`config.mk`:
```
export PLATFORM = sky130hd
export DESIGN_NAME = u_nb_addsub_seq_flat
export DESIGN_NICKNAME = d
export VERILOG_FILES = /design/src/rtl/u_nb_addsub_seq_if.sv /design/src/rtl/u_nb_addsub_seq.sv /design/src/flat_wrapper.sv
export SDC_FILE = /design/constraint.sdc
export NUM_CORES = 1
export LEC_CHECK = 0
export BUFFER_PORTS_ARGS = -buffer_cell sky130_fd_sc_hd__buf_4
export CORE_ASPECT_RATIO = 1.5
export CORE_MARGIN = 2
export CORE_UTILIZATION = 38
export DETAILED_ROUTE_END_ITERATION = 6
export GPL_TIMING_DRIVEN = 0
export SETUP_SLACK_MARGIN = 0.3
export SLEW_MARGIN = 10
export SYNTH_ARGS = -nofsm -noshare
export SYNTH_HDL_FRONTEND = slang
export SYNTH_SLANG_ARGS = --single-unit
export TNS_END_PERCENT = 1
```
`constraint.sdc`:
```
create_clock -name clk -period 2.4 [get_ports clk]
set_input_delay 0.72 -clock clk [delete_from_list [all_inputs] [get_ports clk]]
set_output_delay 0.72 -clock clk [all_outputs]
set_load 0.1 [all_outputs]
```
`src/rtl/u_nb_addsub_seq_if.sv`:
```
// ---------------------------------------------------------------------------
// u_nb_addsub_seq_if
// Handshake and data bundle for the sliced add/subtract unit.
//
// Parameters:
//   WIDTH     operand/result width
//
// Signals:
//   in_valid   producer -> unit   operands and op_sub valid
//   in_ready   unit -> producer   unit can accept an operation
//   op_sub     producer -> unit   1 = in1 - in2, 0 = in1 + in2
//   in1, in2   producer -> unit   operands
//   out_valid  unit -> consumer   result and flags valid
//   out_ready  consumer -> unit   consumer accepts result
//   diff       unit -> consumer   result modulo 2^WIDTH
//   cb         unit -> consumer   carry (add) / borrow (sub)
//   zero       unit -> consumer   result == 0
//   ovf        unit -> consumer   signed overflow
//
// Modports:
//   master  drives operands and out_ready (producer/consumer side)
//   slave   the arithmetic unit itself
// ---------------------------------------------------------------------------
interface u_nb_addsub_seq_if #(
  parameter int WIDTH = 32
);
  logic             in_valid;
  logic             in_ready;
  logic             op_sub;
  logic [WIDTH-1:0] in1;
  logic [WIDTH-1:0] in2;
  logic             out_valid;
  logic             out_ready;
  logic [WIDTH-1:0] diff;
  logic             cb;
  logic             zero;
  logic             ovf;

  modport master (
    output in_valid,
    output op_sub,
    output in1,
    output in2,
    output out_ready,
    input  in_ready,
    input  out_valid,
    input  diff,
    input  cb,
    input  zero,
    input  ovf
  );

  modport slave (
    input  in_valid,
    input  op_sub,
    input  in1,
    input  in2,
    input  out_ready,
    output in_ready,
    output out_valid,
    output diff,
    output cb,
    output zero,
    output ovf
  );
endinterface

```
`src/rtl/u_nb_addsub_seq.sv`:
```
// ---------------------------------------------------------------------------
// u_nb_addsub_seq
// Multi-cycle add/subtract unit. Operands are consumed SLICE bits per clock
// through a registered carry, so the carry chain in any one cycle is only
// SLICE bits long regardless of WIDTH.
//
// Parameters:
//   WIDTH  operand/result width, must be a multiple of SLICE
//   SLICE  bits processed per clock (BEATS = WIDTH/SLICE >= 1)
//
// Ports:
//   clk    rising-edge clock
//   rst_n  asynchronous active-low reset; discards any in-flight operation
//   bus    u_nb_addsub_seq_if.slave: in_valid/in_ready/op_sub/in1/in2,
//          out_valid/out_ready/diff/cb/zero/ovf
//
// Compile-time option:
//   ADDSUB_SAT_EN  when defined, the result saturates (all ones on add
//                  carry, zero on subtract borrow); cb and ovf still report
//                  the raw arithmetic, zero reflects the saturated value.
//
// Timing: out_valid rises BEATS+1 edges after the accepting edge. The
// outputs only change when entering DONE and hold until the next result.
// ---------------------------------------------------------------------------
module u_nb_addsub_seq #(
  parameter int WIDTH = 32,
  parameter int SLICE = 8
) (
  input  logic           clk,
  input  logic           rst_n,
  u_nb_addsub_seq_if.slave bus
);

  localparam int BEATS = WIDTH / SLICE;
  // Counter must reach BEATS: BEATS slice beats plus one terminal check.
  localparam int CNT_W = $clog2(BEATS + 1);

  typedef enum logic [1:0] {
    IDLE = 2'd0,
    CALC = 2'd1,
    DONE = 2'd2
  } state_t;

  state_t             state_r;
  state_t             state_nxt_s;

  logic               accept_s;
  logic               calc_step_s;
  logic               load_s;
  logic               release_s;

  // Operand shift registers: the low slice is always the current beat.
  logic [WIDTH-1:0]   a_r;
  logic [WIDTH-1:0]   b_r;
  logic [WIDTH-1:0]   acc_r;
  logic               carry_r;
  logic [CNT_W-1:0]   beat_r;
  logic               op_sub_r;
  logic               a_msb_r;
  logic               b_msb_r;

  logic [SLICE:0]     sum_s;
  logic [WIDTH+SLICE-1:0] acc_shift_s;

  logic [WIDTH-1:0]   res_s;
  logic               cb_s;
  logic               zero_s;
  logic               ovf_s;

  logic [WIDTH-1:0]   diff_r;
  logic               cb_r;
  logic               zero_r;
  logic               ovf_r;
  logic               out_valid_r;

  // State register.
  always_ff @(posedge clk or negedge rst_n) begin
    if (!rst_n) begin
      state_r <= IDLE;
    end else begin
      state_r <= state_nxt_s;
    end
  end

  // Next-state decode and per-state control strobes.
  always_comb begin
    state_nxt_s = state_r;
    accept_s    = 1'b0;
    calc_step_s = 1'b0;
    load_s      = 1'b0;
    release_s   = 1'b0;
    case (state_r)
      IDLE: begin
        if (bus.in_valid) begin
          accept_s    = 1'b1;
          state_nxt_s = CALC;
        end else begin
          state_nxt_s = IDLE;
        end
      end
      CALC: begin
        // Once all BEATS slices are in, spend one edge loading the outputs.
        if (beat_r == CNT_W'(BEATS)) begin
          load_s      = 1'b1;
          state_nxt_s = DONE;
        end else begin
          calc_step_s = 1'b1;
          state_nxt_s = CALC;
        end
      end
      DONE: begin
        if (bus.out_ready) begin
          release_s   = 1'b1;
          state_nxt_s = IDLE;
        end else begin
          state_nxt_s = DONE;
        end
      end
      default: begin
        state_nxt_s = IDLE;
      end
    endcase
  end

  assign bus.in_ready = (state_r == IDLE);

  // One slice of the ripple add; the carry-in comes from the previous beat.
  always_comb begin
    sum_s       = {1'b0, a_r[SLICE-1:0]} + {1'b0, b_r[SLICE-1:0]}
                + {{SLICE{1'b0}}, carry_r};
    // New slice enters at the top; after BEATS shifts slice 0 sits at bit 0.
    acc_shift_s = {sum_s[SLICE-1:0], acc_r};
  end

  // Operand capture and per-beat datapath advance.
  always_ff @(posedge clk or negedge rst_n) begin
    if (!rst_n) begin
      a_r      <= {WIDTH{1'b0}};
      b_r      <= {WIDTH{1'b0}};
      acc_r    <= {WIDTH{1'b0}};
      carry_r  <= 1'b0;
      beat_r   <= {CNT_W{1'b0}};
      op_sub_r <= 1'b0;
      a_msb_r  <= 1'b0;
      b_msb_r  <= 1'b0;
    end else if (accept_s) begin
      // Subtract as A + ~B + 1: invert B and seed the carry with op_sub.
      a_r      <= bus.in1;
      b_r      <= bus.op_sub ? ~bus.in2 : bus.in2;
      acc_r    <= {WIDTH{1'b0}};
      carry_r  <= bus.op_sub;
      beat_r   <= {CNT_W{1'b0}};
      op_sub_r <= bus.op_sub;
      a_msb_r  <= bus.in1[WIDTH-1];
      b_msb_r  <= bus.in2[WIDTH-1];
    end else if (calc_step_s) begin
      a_r      <= a_r >> SLICE;
      b_r      <= b_r >> SLICE;
      acc_r    <= acc_shift_s[WIDTH+SLICE-1:SLICE];
      carry_r  <= sum_s[SLICE];
      beat_r   <= beat_r + CNT_W'(1);
    end else begin
      a_r      <= a_r;
      b_r      <= b_r;
      acc_r    <= acc_r;
      carry_r  <= carry_r;
      beat_r   <= beat_r;
      op_sub_r <= op_sub_r;
      a_msb_r  <= a_msb_r;
      b_msb_r  <= b_msb_r;
    end
  end

  // Final result and flags from the completed accumulator and carry.
  always_comb begin
    // For subtract the final carry is the inverse of the borrow.
    cb_s = op_sub_r ? ~carry_r : carry_r;

    if (op_sub_r) begin
      ovf_s = (a_msb_r != b_msb_r) && (acc_r[WIDTH-1] != a_msb_r);
    end else begin
      ovf_s = (a_msb_r == b_msb_r) && (acc_r[WIDTH-1] != a_msb_r);
    end

`ifdef ADDSUB_SAT_EN
    if (!op_sub_r && carry_r) begin
      res_s = {WIDTH{1'b1}};
    end else if (op_sub_r && !carry_r) begin
      res_s = {WIDTH{1'b0}};
    end else begin
      res_s = acc_r;
    end
`else
    res_s = acc_r;
`endif

    zero_s = (res_s == {WIDTH{1'b0}});
  end

  // Output registers: loaded only on entry to DONE, held otherwise.
  always_ff @(posedge clk or negedge rst_n) begin
    if (!rst_n) begin
      diff_r      <= {WIDTH{1'b0}};
      cb_r        <= 1'b0;
      zero_r      <= 1'b0;
      ovf_r       <= 1'b0;
      out_valid_r <= 1'b0;
    end else if (load_s) begin
      diff_r      <= res_s;
      cb_r        <= cb_s;
      zero_r      <= zero_s;
      ovf_r       <= ovf_s;
      out_valid_r <= 1'b1;
    end else if (release_s) begin
      out_valid_r <= 1'b0;
    end else begin
      out_valid_r <= out_valid_r;
    end
  end

  assign bus.out_valid = out_valid_r;
  assign bus.diff      = diff_r;
  assign bus.cb        = cb_r;
  assign bus.zero      = zero_r;
  assign bus.ovf       = ovf_r;

endmodule

```
`src/flat_wrapper.sv`:
```
// flat-port wrapper written by rule: the top's interface ports become plain ports
module u_nb_addsub_seq_flat 
#(
  parameter int WIDTH = 32,
  parameter int SLICE = 8
)
  (clk, rst_n, bus_in_valid, bus_op_sub, bus_in1, bus_in2, bus_out_ready, bus_in_ready, bus_out_valid, bus_diff, bus_cb, bus_zero, bus_ovf);
  u_nb_addsub_seq_if #(.WIDTH(WIDTH)) bus_i ();
  input  logic clk;
  input  logic rst_n;
  input wire logic [$bits(bus_i.in_valid)-1:0] bus_in_valid;
  input wire logic [$bits(bus_i.op_sub)-1:0] bus_op_sub;
  input wire logic [$bits(bus_i.in1)-1:0] bus_in1;
  input wire logic [$bits(bus_i.in2)-1:0] bus_in2;
  input wire logic [$bits(bus_i.out_ready)-1:0] bus_out_ready;
  output wire logic [$bits(bus_i.in_ready)-1:0] bus_in_ready;
  output wire logic [$bits(bus_i.out_valid)-1:0] bus_out_valid;
  output wire logic [$bits(bus_i.diff)-1:0] bus_diff;
  output wire logic [$bits(bus_i.cb)-1:0] bus_cb;
  output wire logic [$bits(bus_i.zero)-1:0] bus_zero;
  output wire logic [$bits(bus_i.ovf)-1:0] bus_ovf;
  assign bus_i.in_valid = bus_in_valid;
  assign bus_i.op_sub = bus_op_sub;
  assign bus_i.in1 = bus_in1;
  assign bus_i.in2 = bus_in2;
  assign bus_i.out_ready = bus_out_ready;
  assign bus_in_ready = bus_i.in_ready;
  assign bus_out_valid = bus_i.out_valid;
  assign bus_diff = bus_i.diff;
  assign bus_cb = bus_i.cb;
  assign bus_zero = bus_i.zero;
  assign bus_ovf = bus_i.ovf;
  u_nb_addsub_seq #(.WIDTH(WIDTH), .SLICE(SLICE)) u_core (.clk(clk), .rst_n(rst_n), .bus(bus_i));
endmodule
```
# After elaboration in Yosys (flattened, before gate mapping)
# Cells that the tools add are included.
# W data, S select, Z words.
op_classes:
  n_addsub: 3
  n_mul: 0
  n_div: 0
  order_cmp: 0
  n_eq_ne: 6
  n_shift: 0
  mux: 27
  bitwise_logic: 2
  reduce_logical: 6
op_table:
  columns: ["operator", "count"]
  rows:
  - ["$mux W32", 7]
  - ["$logic_not A32 Y1", 1]
  - ["$not A32 Y32", 1]
  - ["$mux W1", 15]
  - ["$add A8 B8 Y9", 1]
  - ["$add A9 B1 Y9", 1]
  - ["$mux W3", 2]
  - ["$pmux W2 S3", 1]
  - ["$mux W2", 2]
  - ["$reduce_bool A2 Y1", 2]
  - ["$add A3 B1 Y3 const B", 1]
  - ["$eq A3 B3 Y1 const B", 1]
  - ["$eq A2 B1 Y1 const B", 1]
  - ["$eq A2 B2 Y1 const B", 1]
  - ["$logic_and A1 B1 Y1", 2]
  - ["$logic_not A2 Y1", 1]
  - ["$ne A1 B1 Y1", 2]
  - ["$eq A1 B1 Y1", 1]
  - ["$not A1 Y1", 1]
totals:
  reg_bits: 141
  latchBits: 0
  ramBits: 0
  mem_bits_ro: 0
  input_bits: 69
  output_inout_bits: 37
  wordCells: 58
  memories: 0

# Logic depth before layout (Yosys ltp)
# Gate-level depths: netlist of run 1.
depth:
  depth_word: 5
  depth_mapped: 9
  mapped_depth_nobuf: 8

# Least setup slack after synthesis of run 1
# OpenSTA, ideal clock, no wires.
synth_timing:
  path_kind: "reg2reg"
  from: "reg u_core.state_r[1]"
  to: "reg u_core.b_r[15]"
  setup_time_ns: 0.126
  arrival_time_ns: 2.102
  t_required_ns: 2.274
  path_slack_ns: 0.172
  path_stages_with_launch: 7
  path_buffers: 2
  synth_period_minus_slack_ns: 2.228
  path_cell_list: "dfrtp_1 nor2_2 and2_1 buf_6 nor2_8 buf_6 a221o_1"
synth_via:
  elab_chain_len: 3
  word_cells_on_any_way: 6
  cone_classes: "eq/ne: 1; mux: 3; reduce/logical: 2"
synth_lines:
  columns: ["item", "line_no", "rtl"]
  rows:
  - ["from (decl)", "u_nb_addsub_seq.sv:44", "state_t state_r;"]
  - ["from (signal assigned)", "u_nb_addsub_seq.sv:81", "state_r <= state_nxt_s;"]
  - ["$logic_not A2 Y1 (*)", null, null]
  - ["net bus_in_ready", "flat_wrapper.sv:16", "output wire logic [$bits(bus_i.in_ready)-1:0] bus_in_ready;"]
  - ["$mux W1 (*)", "u_nb_addsub_seq.sv:92", "case (state_r)"]
  - ["$mux W32 or $reduce_bool A2 Y1 (tied branches)", null, null]
  - ["to (signal assigned)", "u_nb_addsub_seq.sv:149", "b_r <= bus.op_sub ? ~bus.in2 : bus.in2;"]
  - ["to (signal assigned)", "u_nb_addsub_seq.sv:158", "b_r <= b_r >> SLICE;"]
  - ["to (signal assigned)", "u_nb_addsub_seq.sv:164", "b_r <= b_r;"]
  - ["to (decl)", "u_nb_addsub_seq.sv:54", "logic [WIDTH-1:0] b_r;"]
# Mark *: on every way through the listed nets, which the timed path passes. The rest lies on a longest branch.
# A chain may end at the register's enable or synchronous reset.

# Worst setup path in the final report of run 1
layout_timing:
  from: "reg u_core.state_r[1]"
  to: "out bus_in_ready"
layout_via:
  elab_chain_len: 1
layout_lines:
  columns: ["item", "line_no", "rtl"]
  rows:
  - ["$logic_not A2 Y1", "u_nb_addsub_seq.sv:125", "assign bus.in_ready = (state_r == IDLE);"]
  - ["to (decl)", "flat_wrapper.sv:16", null]
# Every way passes these cells.

==> results of run 1 <==
-- logic make-up after synthesis --
group / synth area share, %
mux: 5.658
compound gates: 14.32
simple gates: 12.38
buf+inv: 4.892
fa+ha+maj: 2.397
xor+xnor: 4.951
flops: 55.40
-- cell type report --
class	count	share of cell area (%)
tap	210	3.256
buffer	38	3.442
timing repair buffer	107	10.25
clock buffer	19	5.488
inverter	9	0.4186
multi-input combinational	392	31.69
sequential	141	43.72
clock inverter	13	1.736
-- per-layer routing --
metal  vias up  part of all wire (%)
met5         -                     0
met4         0                   3.1
met3        31                   4.2
met2       129                    54
met1      2357                    39
li1       2277                     -
-- through the flow --
| step | total power, mW | hold slack (ns) |
|---|---|---|
| after floorplan | 9.106 | 0.4244 |
| after global placement | 10.71 | 0.4653 |
| after detailed placement | 10.89 | 0.4686 |
| after CTS | 13.59 | 0.4076 |
| after global routing | 14.33 | 0.4361 |
| final | 13.49 | 0.3786 |
-- flip-flops by register name, summed over array words and instances, names as in the netlist, 2 cells and up --
register	flops
u_core.b_r	32
u_core.acc_r	32
u_core.bus.diff	32
u_core.beat_r	3
u_core.a_r	32
u_core.state_r	2
-- path summary, 6_finish.rpt --
| check | end | depth (start not counted) |
|---|---|---|
| setup / recovery | bus_in_ready | 2 |
| hold / removal | u_core.bus.diff[5]$_DFFE_PN0P_ | 1 |
| setup reg to reg | u_core.acc_r[30]$_DFFE_PN0P_ | 8 |
| hold reg to reg | u_core.b_r[30]$_DFFE_PN0P_ | 2 |
| max in group asynchronous | u_core.a_r[24]$_DFFE_PN0P_ | 2 |
| min in group clk | u_core.b_r[30]$_DFFE_PN0P_ | 2 |
-- cell usage in the layout (no fill, tap or decap), drive strengths merged, types with 21 or more instances in the layout --
master    n
nor2     51
dfrtp   141
a31oi    26
o21ai    25
nand2   116
buf     139
xnor2    21
a22o     29
clkbuf   25
mux2     32
-- worst max-delay path: cells and delay by family, from the launching register on --
family / cells / cell delay [ns]
and+or+nand+nor: 1 / 0.16
buffers and inverters: 1 / 0.30
DFF: 1 / 0.45
-- power by group --
group / switching (mW) / leakage (nW) / internal (mW) / total, mW
Sequential: 0.759 / 1.80 / 3.42 / 4.18
Clock: 1.02 / 0.276 / 1.56 / 2.58
Combinational: 4.39 / 1.74 / 2.34 / 6.73
-- what timing repair did --
item,in CTS,in global routing
buffers inserted,1,1
endpoints found under the setup margin,3,2
gates resized for setup,6,1
pin swaps,1,6
==> flow_summary.json, run 1 <==
{
  "syn_to_final_growth_pct": 26.72,
  "dp_cells": 895,
  "cts_tree": "built",
  "clockBufferDepth": 2,
  "ys.flop_type": "dfrtp_1",
  "drt_iter0_drc": 184,
  "ys_ff_latch": 141,
  "initial_utilization_pct": 38.32,
  "tns_ns": 0,
  "ys_top_cells_by_area": "dfrtp_1, nand2_1, mux2_2, a22o_1, nor2_1",
  "use_met1_pct": 22.67,
  "grt_max_degree": 85,
  "drt-pass1-iter-count": 4,
  "finalCriticalPeriod_ns": 2.038,
  "max_stage_delay_ns": 0.45,
  "port_buffers": 104,
  "dpl_cell_area_mm2": 0.007448,
  "r2r_setup_slack_ns": 0.41,
  "fin_cells": 929,
  "maxSlewViolCount": 0,
  "clkSlewWorstSetupHoldPaths_ns": 0.06,
  "startpoint_type": "flip-flop",
  "path_cells": "nor2_4 -> buf_4",
  "register_area_mm2": 0.003528,
  "die_w_um": 109.7,
  "ant_nets": 0,
  "cts_root_buf": "clkbuf_16",
  "cp_data_arrival_time_ns": 1.32,
  "wl_um": 16120,
  "drive_gt1_share_pct": 30.46,
  "antenna_found_initial": 0,
  "r2r-start": "u_core.a_r[0]$_DFFE_PN0P_",
  "numCtsBuffers": 17,
  "post-route-util_pct": 48.56,
  "fin_ws_ns": 0.3622,
  "num_io_pins": 106,
  "grt_use_total_pct": 19.24,
  "worstHoldPathType": "input port to asynchronous set/reset pin",
  "dp_hpwl_um": 12010,
  "synth_edf_count": 0,
  "finalHoldViolCount": 0,
  "crit_start": "u_core.state_r[1]$_DFF_PN0_",
  "grt_pass1_wl_um": 25850,
  "worstMarginPinSlew_ns": 0.8076,
  "synth_area_mm2": 0.006369,
  "path_class": "flip-flop to primary output",
  "grt_pass1_vias": 5000,
  "max_slew_margin_pct": 46.16,
  "h-tree-depth": 4,
  "synth_top_area_cell": "dfrtp_1",
  "endpoint_kind": "primary output",
  "num_vias": 4794,
  "async_flop_share_pct": 100.0,
  "nets": 786,
  "grt.met2_usage_pct": 33.95,
  "p_per_area_mw_per_mm2": 1672,
  "multi_input_area_mm2": 0.002557,
  "status": "finished clean",
  "finClkSkew_ns": 0.008179,
  "drc": 0,
  "synth.avg_cell_area_um2": 10.98,
  "rsz0062_at_grt": "true",
  "fmax_ghz": 0.4907,
  "num-fill-cells": 1551,
  "die-area_mm2": 0.01783,
  "place.gp.congestion": 0.9164,
  "crit_fanout": 3,
  "fin_crit_sh_pct": 84.91,
  "pre_cts_slack_ns": 0.03264,
  "p_leak_nw": 3.816,
  "clock_sinks": 141,
  "vias_per_cell": 5.160,
  "ys_seq_area_share_pct": 55.40,
  "worstPathRequired_ns": 1.68,
  "grt.busiest_layer": "met2",
  "grtUsageMet3_pct": 3.521,
  "final_cell_area_mm2": 0.008070,
  "synth_warnings": 0,
  "detail_route.wl_per_cell_um": 17.35,
  "crit_path_top_delay_cell": "dfrtp_1",
  "syn_inst": 580,
  "gr-total-overflow": 0,
  "ir_drop_mv": 0.9957,
  "synth_commonest_cells": "dfrtp_1, nand2_1, nor2_1",
  "yosysMostFrequentCell": "dfrtp_1",
  "syn_nets": 660,
  "core_area_mm2": 0.01662,
  "rows": 58,
  "holdBufCountCts": 0,
  "worst_skew_pair.late_latency_ns": 0.41,
  "setup-violations-final": 0,
  "synth_cell_type_count": 42,
  "diodes": 0,
  "fp.dieH_um": 162.6,
  "synth_top_area_share_pct": 55.40,
  "maxCapViolations": 0
}
Power figures use the tool's default switching activity.
==> inputs of run 2 (changes only) <==
- clock period: 2.4 -> 1.9 ns (I/O delays scaled with it)
==> run 2 against run 1 <==
Against the previous run: the run now ends with setup timing left; final cell count shrank 0.22%; combinational power increased by 58%; routed wire length grew 1.2%; clock skew up 0.0033 ns; power rose by 47%; highest routed layer unchanged.
==> flow_summary.json, run 2 (synthesis gave the netlist of run 1 again) <==
{
  "status": "finished, violations left",
  "violations": "setup timing",
  "p_int_mw": 11.04,
  "grt_max_degree": 84,
  "finClkSkew_ns": 0.01149,
  "clkPwrFrac_pct": 17.7,
  "drive_gt1_share_pct": 43.51,
  "path_cells": "inv_2 -> fa_2 -> fa_2 -> nand2b_4 -> a21oi_4 -> o31a_1 -> a21oi_1 -> a22o_1",
  "fin_cells": 927,
  "clkSlewWorstSetupHoldPaths_ns": 0.06,
  "max_stage_delay_ns": 0.37,
  "finalHoldWorstSlack_ns": 0.1210,
  "port_buffers": 104,
  "cpMostUsedCell": "fa_2",
  "path_class": "flip-flop to flip-flop",
  "clockBufferDepth": 2,
  "rows": 58,
  "r2r-end": "u_core.acc_r[30]$_DFFE_PN0P_",
  "switching_power_mw": 8.754,
  "fmax_ghz": 0.5066,
  "grt_use_total_pct": 19.58,
  "grt_pass1_vias": 4979,
  "worstMarginPinSlew_ns": 0.5613,
  "num_io_pins": 106,
  "p_leak_nw": 4.235,
  "syn_to_final_growth_pct": 43.01,
  "setup-violations-final": 1,
  "numCtsBuffers": 17,
  "worstPathRequired_ns": 2.20,
  "diodes": 0,
  "cp_data_arrival_time_ns": 2.27,
  "holdBufCountCts": 0,
  "place.gp.congestion": 0.9198,
  "num_vias": 4838,
  "gr-total-overflow": 0,
  "detail_route.wl_per_cell_um": 17.60,
  "reg2reg_depth": 8,
  "finalHoldViolCount": 0,
  "power_frac_seq_pct": 28.5,
  "vias_per_cell": 5.219,
  "startpoint_type": "flip-flop",
  "crit_fanout": 3,
  "fin_ws_ns": -0.07394,
  "finalCriticalPeriod_ns": 1.974,
  "final_cell_mix": "dfrtp_1, buf_4, nand2_1, nor2_1, buf_12",
  "drt_iter0_drc": 254,
  "fp.dieH_um": 162.6,
  "ir_drop_mv": 1.342,
  "cts_tree": "built",
  "initial_utilization_pct": 38.32,
  "clock_sinks": 141,
  "dp_hpwl_um": 11800,
  "dp_cells": 895,
  "layout_commonest_cell": "dfrtp_1",
  "maxCapViolations": 0,
  "grt_pass1_wl_um": 26310,
  "p_per_area_mw_per_mm2": 2173,
  "drc": 0,
  "post_cts.repair.setup_buffers": 0,
  "worst_skew_pair.late_latency_ns": 0.42,
  "drt-pass1-iter-count": 5,
  "antenna_found_initial": 0,
  "final_cell_area_mm2": 0.009107,
  "rsz0062_at_grt": "true",
  "maxSlewViolCount": 0,
  "fin_crit_sh_pct": 103.9,
  "worstHoldPathType": "input port to asynchronous set/reset pin",
  "ant_nets": 0,
  "h-tree-depth": 4,
  "die-area_mm2": 0.01783,
  "endpoint_kind": "flip-flop",
  "switching_share_pct": 44.23,
  "cts_root_buf": "clkbuf_16",
  "nets": 784,
  "die_w_um": 109.7,
  "dpl_cell_area_mm2": 0.007465,
  "r2r-start": "u_core.carry_r$_DFFE_PN0P_",
  "core_area_mm2": 0.01662,
  "r2r_setup_slack_ns": -0.07,
  "crit_path_top_delay_cell": "dfrtp_1",
  "wl_um": 16310,
  "max_slew_margin_pct": 62.58,
  "power_frac_comb_pct": 53.7
}
## run 2: how the worst max path moves through the flow
stage | from | endpoint | slack, ns | cells past startpoint
6_report | u_core.carry_r$_DFFE_PN0P_ | u_core.acc_r[30]$_DFFE_PN0P_ | -0.07 | 8
3_3_place_gp | rst_n | u_core.a_r[28]$_DFFE_PN0P_ | -0.33 | 1
5_1_grt | u_core.carry_r$_DFFE_PN0P_ | u_core.acc_r[30]$_DFFE_PN0P_ | -0.17 | 8
3_5_place_dp | u_core.b_r[0]$_DFFE_PN0P_ | u_core.acc_r[30]$_DFFE_PN0P_ | -0.13 | 8
2_1_floorplan | u_core.a_r[0]$_DFFE_PN0P_ | u_core.acc_r[30]$_DFFE_PN0P_ | 0.03 | 8
4_1_cts | u_core.a_r[0]$_DFFE_PN0P_ | u_core.acc_r[30]$_DFFE_PN0P_ | -0.07 | 8
## run 2: metal layers
| layer | global-route usage (%) | wire (um) | vias up | share of wire, % |
|---|---|---|---|---|
| li1 | - | - | 2276 | - |
| met1 | 23.02 | 6366 | 2396 | 39 |
| met2 | 34.79 | 8996 | 141 | 55 |
| met3 | 3.962 | 539 | 25 | 3.3 |
| met4 | 7.077 | 412 | 0 | 2.5 |
| met5 | 0 | 0 | - | 0 |
## run 2: area by class of cell
| cell class | instances | area, um^2 |
|---|---|---|
| Clock buffer | 18 | 429.2 |
| Sequential cell | 141 | 3533 |
| Multi-Input combinational cell | 392 | 3019 |
| Fill cell | 1411 | 7511 |
| Timing Repair Buffer | 105 | 1210 |
| Inverter | 9 | 36.28 |
| Tap cell | 210 | 262.8 |
| Buffer | 38 | 424.2 |
| Clock inverter | 14 | 192.7 |
## run 2: power groups by stage
stage | Clock (mW) | Combinational (mW) | Sequential (mW)
floorplan | 0 | 4.36 | 7.20
detailed placement | 0 | 8.48 | 5.33
finish | 3.51 | 10.6 | 5.65
CTS | 3.55 | 9.63 | 5.46
global placement | 0 | 8.30 | 5.28
global route | 3.67 | 11.4 | 5.81
## run 2: repair_timing
item                       CTS  global route
setup endpoints to repair  166           169
gates resized for setup    146           135
pin swaps                   74           104
## run 2: metrics by stage
stage          TNS [ns]  setup WS (ns)  power, mW  util (%)
6_report       -0.07394       -0.07394      19.79     54.80
3_5_place_dp    -0.1959        -0.1337      13.81     44.92
2_1_floorplan         0        0.02826      11.56         -
5_1_grt         -0.2389        -0.1652      20.83     54.80
3_3_place_gp     -45.33        -0.3278      13.58     44.73
4_1_cts        -0.06621       -0.06621      18.65     51.78
## run 2: worst max-delay path, delay by kind of cell (launching register included)
kind	cells	cell delay [ns]
adders and majority gates	2	0.70
buffers and inverters	1	0.07
DFF	1	0.37
AOI/OAI and AO/OA	4	0.55
and+or+nand+nor	1	0.17
==> inputs of run 3 (changes only) <==
- TNS_END_PERCENT: 1 -> unset
==> run 3 against run 2 <==
Against the previous run: the run still ends with setup timing left; flip-flop and latch count stayed put; final cell count is 4.7% higher; largest power group unchanged; combinational power is 21% higher; worst setup slack better by 0.0046 ns; register-to-register slack hardly changed; non-clock buffer count is 46 higher; clock power is 1% lower; critical path type unchanged; core utilization is 4.2 points higher; power is 10% higher.
==> flow_summary.json, run 3 (synthesis gave the netlist of run 1 again) <==
{
  "vias_per_cell": 5.260,
  "power_frac_seq_pct": 25.7,
  "highest_layer": "met4",
  "finalHoldWorstSlack_ns": 0.1354,
  "port_buffers": 104,
  "finClkSkew_ns": 0.008837,
  "nets": 831,
  "worstPathRequired_ns": 2.20,
  "tns_ns": -0.06938,
  "p_int_mw": 12.60,
  "initial_utilization_pct": 38.32,
  "grt_pass1_wl_um": 27590,
  "num-fill-cells": 1286,
  "path_class": "flip-flop to flip-flop",
  "drt-pass1-iter-count": 5,
  "numCtsBuffers": 17,
  "fin_ws_ns": -0.06938,
  "final_cell_mix": "dfrtp_1, buf_4, nand2_1, nor2_1, buf_12",
  "clkSlewWorstSetupHoldPaths_ns": 0.06,
  "clockBufferDepth": 2,
  "core_area_mm2": 0.01662,
  "die-area_mm2": 0.01783,
  "endpoint_kind": "flip-flop",
  "drt-met1-wl_um": 7018,
  "cts_root_buf": "clkbuf_16",
  "p_leak_nw": 4.641,
  "drive_gt1_share_pct": 44.02,
  "p_per_area_mw_per_mm2": 2226,
  "startpoint_type": "flip-flop",
  "drc": 0,
  "worstHoldPathType": "input port to asynchronous set/reset pin",
  "crit_fanout": 3,
  "power_frac_comb_pct": 58.5,
  "detail_route.wl_per_cell_um": 18.84,
  "cts_tree": "built",
  "ir_drop_mv": 1.372,
  "wl_um": 18290,
  "num_io_pins": 106,
  "violations": "setup timing",
  "antenna_found_initial": 0,
  "cp_data_arrival_time_ns": 2.27,
  "wl_met2_um": 9921,
  "met3WireLength_um": 652,
  "switching_share_pct": 42.27,
  "fin_cells": 971,
  "holdBufCountCts": 0,
  "finalPower_mw": 21.82,
  "fp.dieH_um": 162.6,
  "gr-total-overflow": 0,
  "dp_hpwl_um": 11780,
  "place.gp.congestion": 0.9302,
  "fin_crit_sh_pct": 103.7,
  "worst_skew_pair.late_latency_ns": 0.42,
  "layout_commonest_cell": "dfrtp_1",
  "num_vias": 5107,
  "syn_to_final_growth_pct": 53.93,
  "setup-violations-final": 1,
  "dp_cells": 895,
  "rsz0062_at_grt": "true",
  "finalCriticalPeriod_ns": 1.969,
  "grt_max_degree": 81,
  "worstMarginPinSlew_ns": 0.5935,
  "grt_use_total_pct": 20.55,
  "die_w_um": 109.7,
  "fmax_ghz": 0.5078,
  "clock_sinks": 141,
  "clkPwrFrac_pct": 15.9,
  "pre_cts_slack_ns": -0.1318,
  "status": "finished, violations left",
  "h-tree-depth": 4,
  "ant_nets": 0,
  "maxCapViolations": 0,
  "rows": 58,
  "maxSlewViolCount": 0,
  "grt_pass1_vias": 5236,
  "max_slew_margin_pct": 60.43,
  "switching_power_mw": 9.222,
  "drt_iter0_drc": 295,
  "diodes": 0,
  "finalHoldViolCount": 0
}
==> run 3: cell count changes in the layout (fill, tap and decap cells not counted), sizes merged <==
cell      before  now
buf          137  176
nor2          51   52
clkbuf        24   31
inv           11   10
clkinvlp       3    1
==> run 3: metrics by stage <==
step	util (%)	instance area, um^2
floorplan	-	6391
global placement	44.74	7435
detailed placement	44.93	7466
CTS	53.52	8894
global route	58.99	9803
finish	58.99	9803
==> run 3: worst paths after layout <==
path | from | endpoint | slack, ns | cells past startpoint
worst max-delay path | u_core.b_r[0]$_DFFE_PN0P_ | u_core.acc_r[30]$_DFFE_PN0P_ | -0.07 | 8
worst min-delay path | rst_n | u_core.bus.diff[0]$_DFFE_PN0P_ | 0.14 | 1
worst max register to register | u_core.b_r[0]$_DFFE_PN0P_ | u_core.acc_r[30]$_DFFE_PN0P_ | -0.07 | 8
worst min register to register | u_core.b_r[24]$_DFFE_PN0P_ | u_core.b_r[24]$_DFFE_PN0P_ | 0.49 | 2
max in group asynchronous | rst_n | u_core.acc_r[16]$_DFFE_PN0P_ | 0.97 | 2
min in group clk | bus_in1[17] | u_core.a_r[17]$_DFFE_PN0P_ | 0.36 | 3
==> run 3: critical path: stages, from the launching register on <==
cell	delay, ns
dfrtp_1	0.34
inv_2	0.08
fa_2	0.37
fa_2	0.35
nand2b_4	0.17
a21oi_4	0.14
o31a_1	0.16
a21oi_1	0.05
a22o_1	0.18
==> run 3: final cells by class <==
class                   instances  area, um^2  share of cell area, %
flip-flops and latches        141        3531                  36.02
clock inverters                11       168.9                  1.723
well taps                     210       262.8                  2.680
repair buffers                151        1884                  19.22
clock buffers                  18       439.2                  4.480
multi-input cells             393        3035                  30.96
plain buffers                  38       447.9                  4.569
inverters                       9       33.78                 0.3446
==> run 3: repair_timing <==
action | 4_1_cts | 5_1_grt
endpoints found under the setup margin | 155 | 171
gates resized for setup | 145 | 156
setup buffers | 13 | 19
pin swaps | 80 | 50
gates cloned | 8 | 7
==> run 3: layer usage <==
metal  vias up  track usage [%]
li1       2359                -
met1      2520            24.30
met2       179            35.63
met3        49            4.202
met4         0            8.803
met5         -                0
==> run 3: power by group through the flow <==
stage | Combinational, mW | Clock, mW | Sequential [mW]
after floorplan | 4.37 | 0 | 7.20
after global placement | 8.31 | 0 | 5.28
after detailed placement | 8.49 | 0 | 5.33
after CTS | 10.7 | 3.49 | 5.44
after global routing | 13.5 | 3.63 | 5.75
final | 12.8 | 3.46 | 5.60
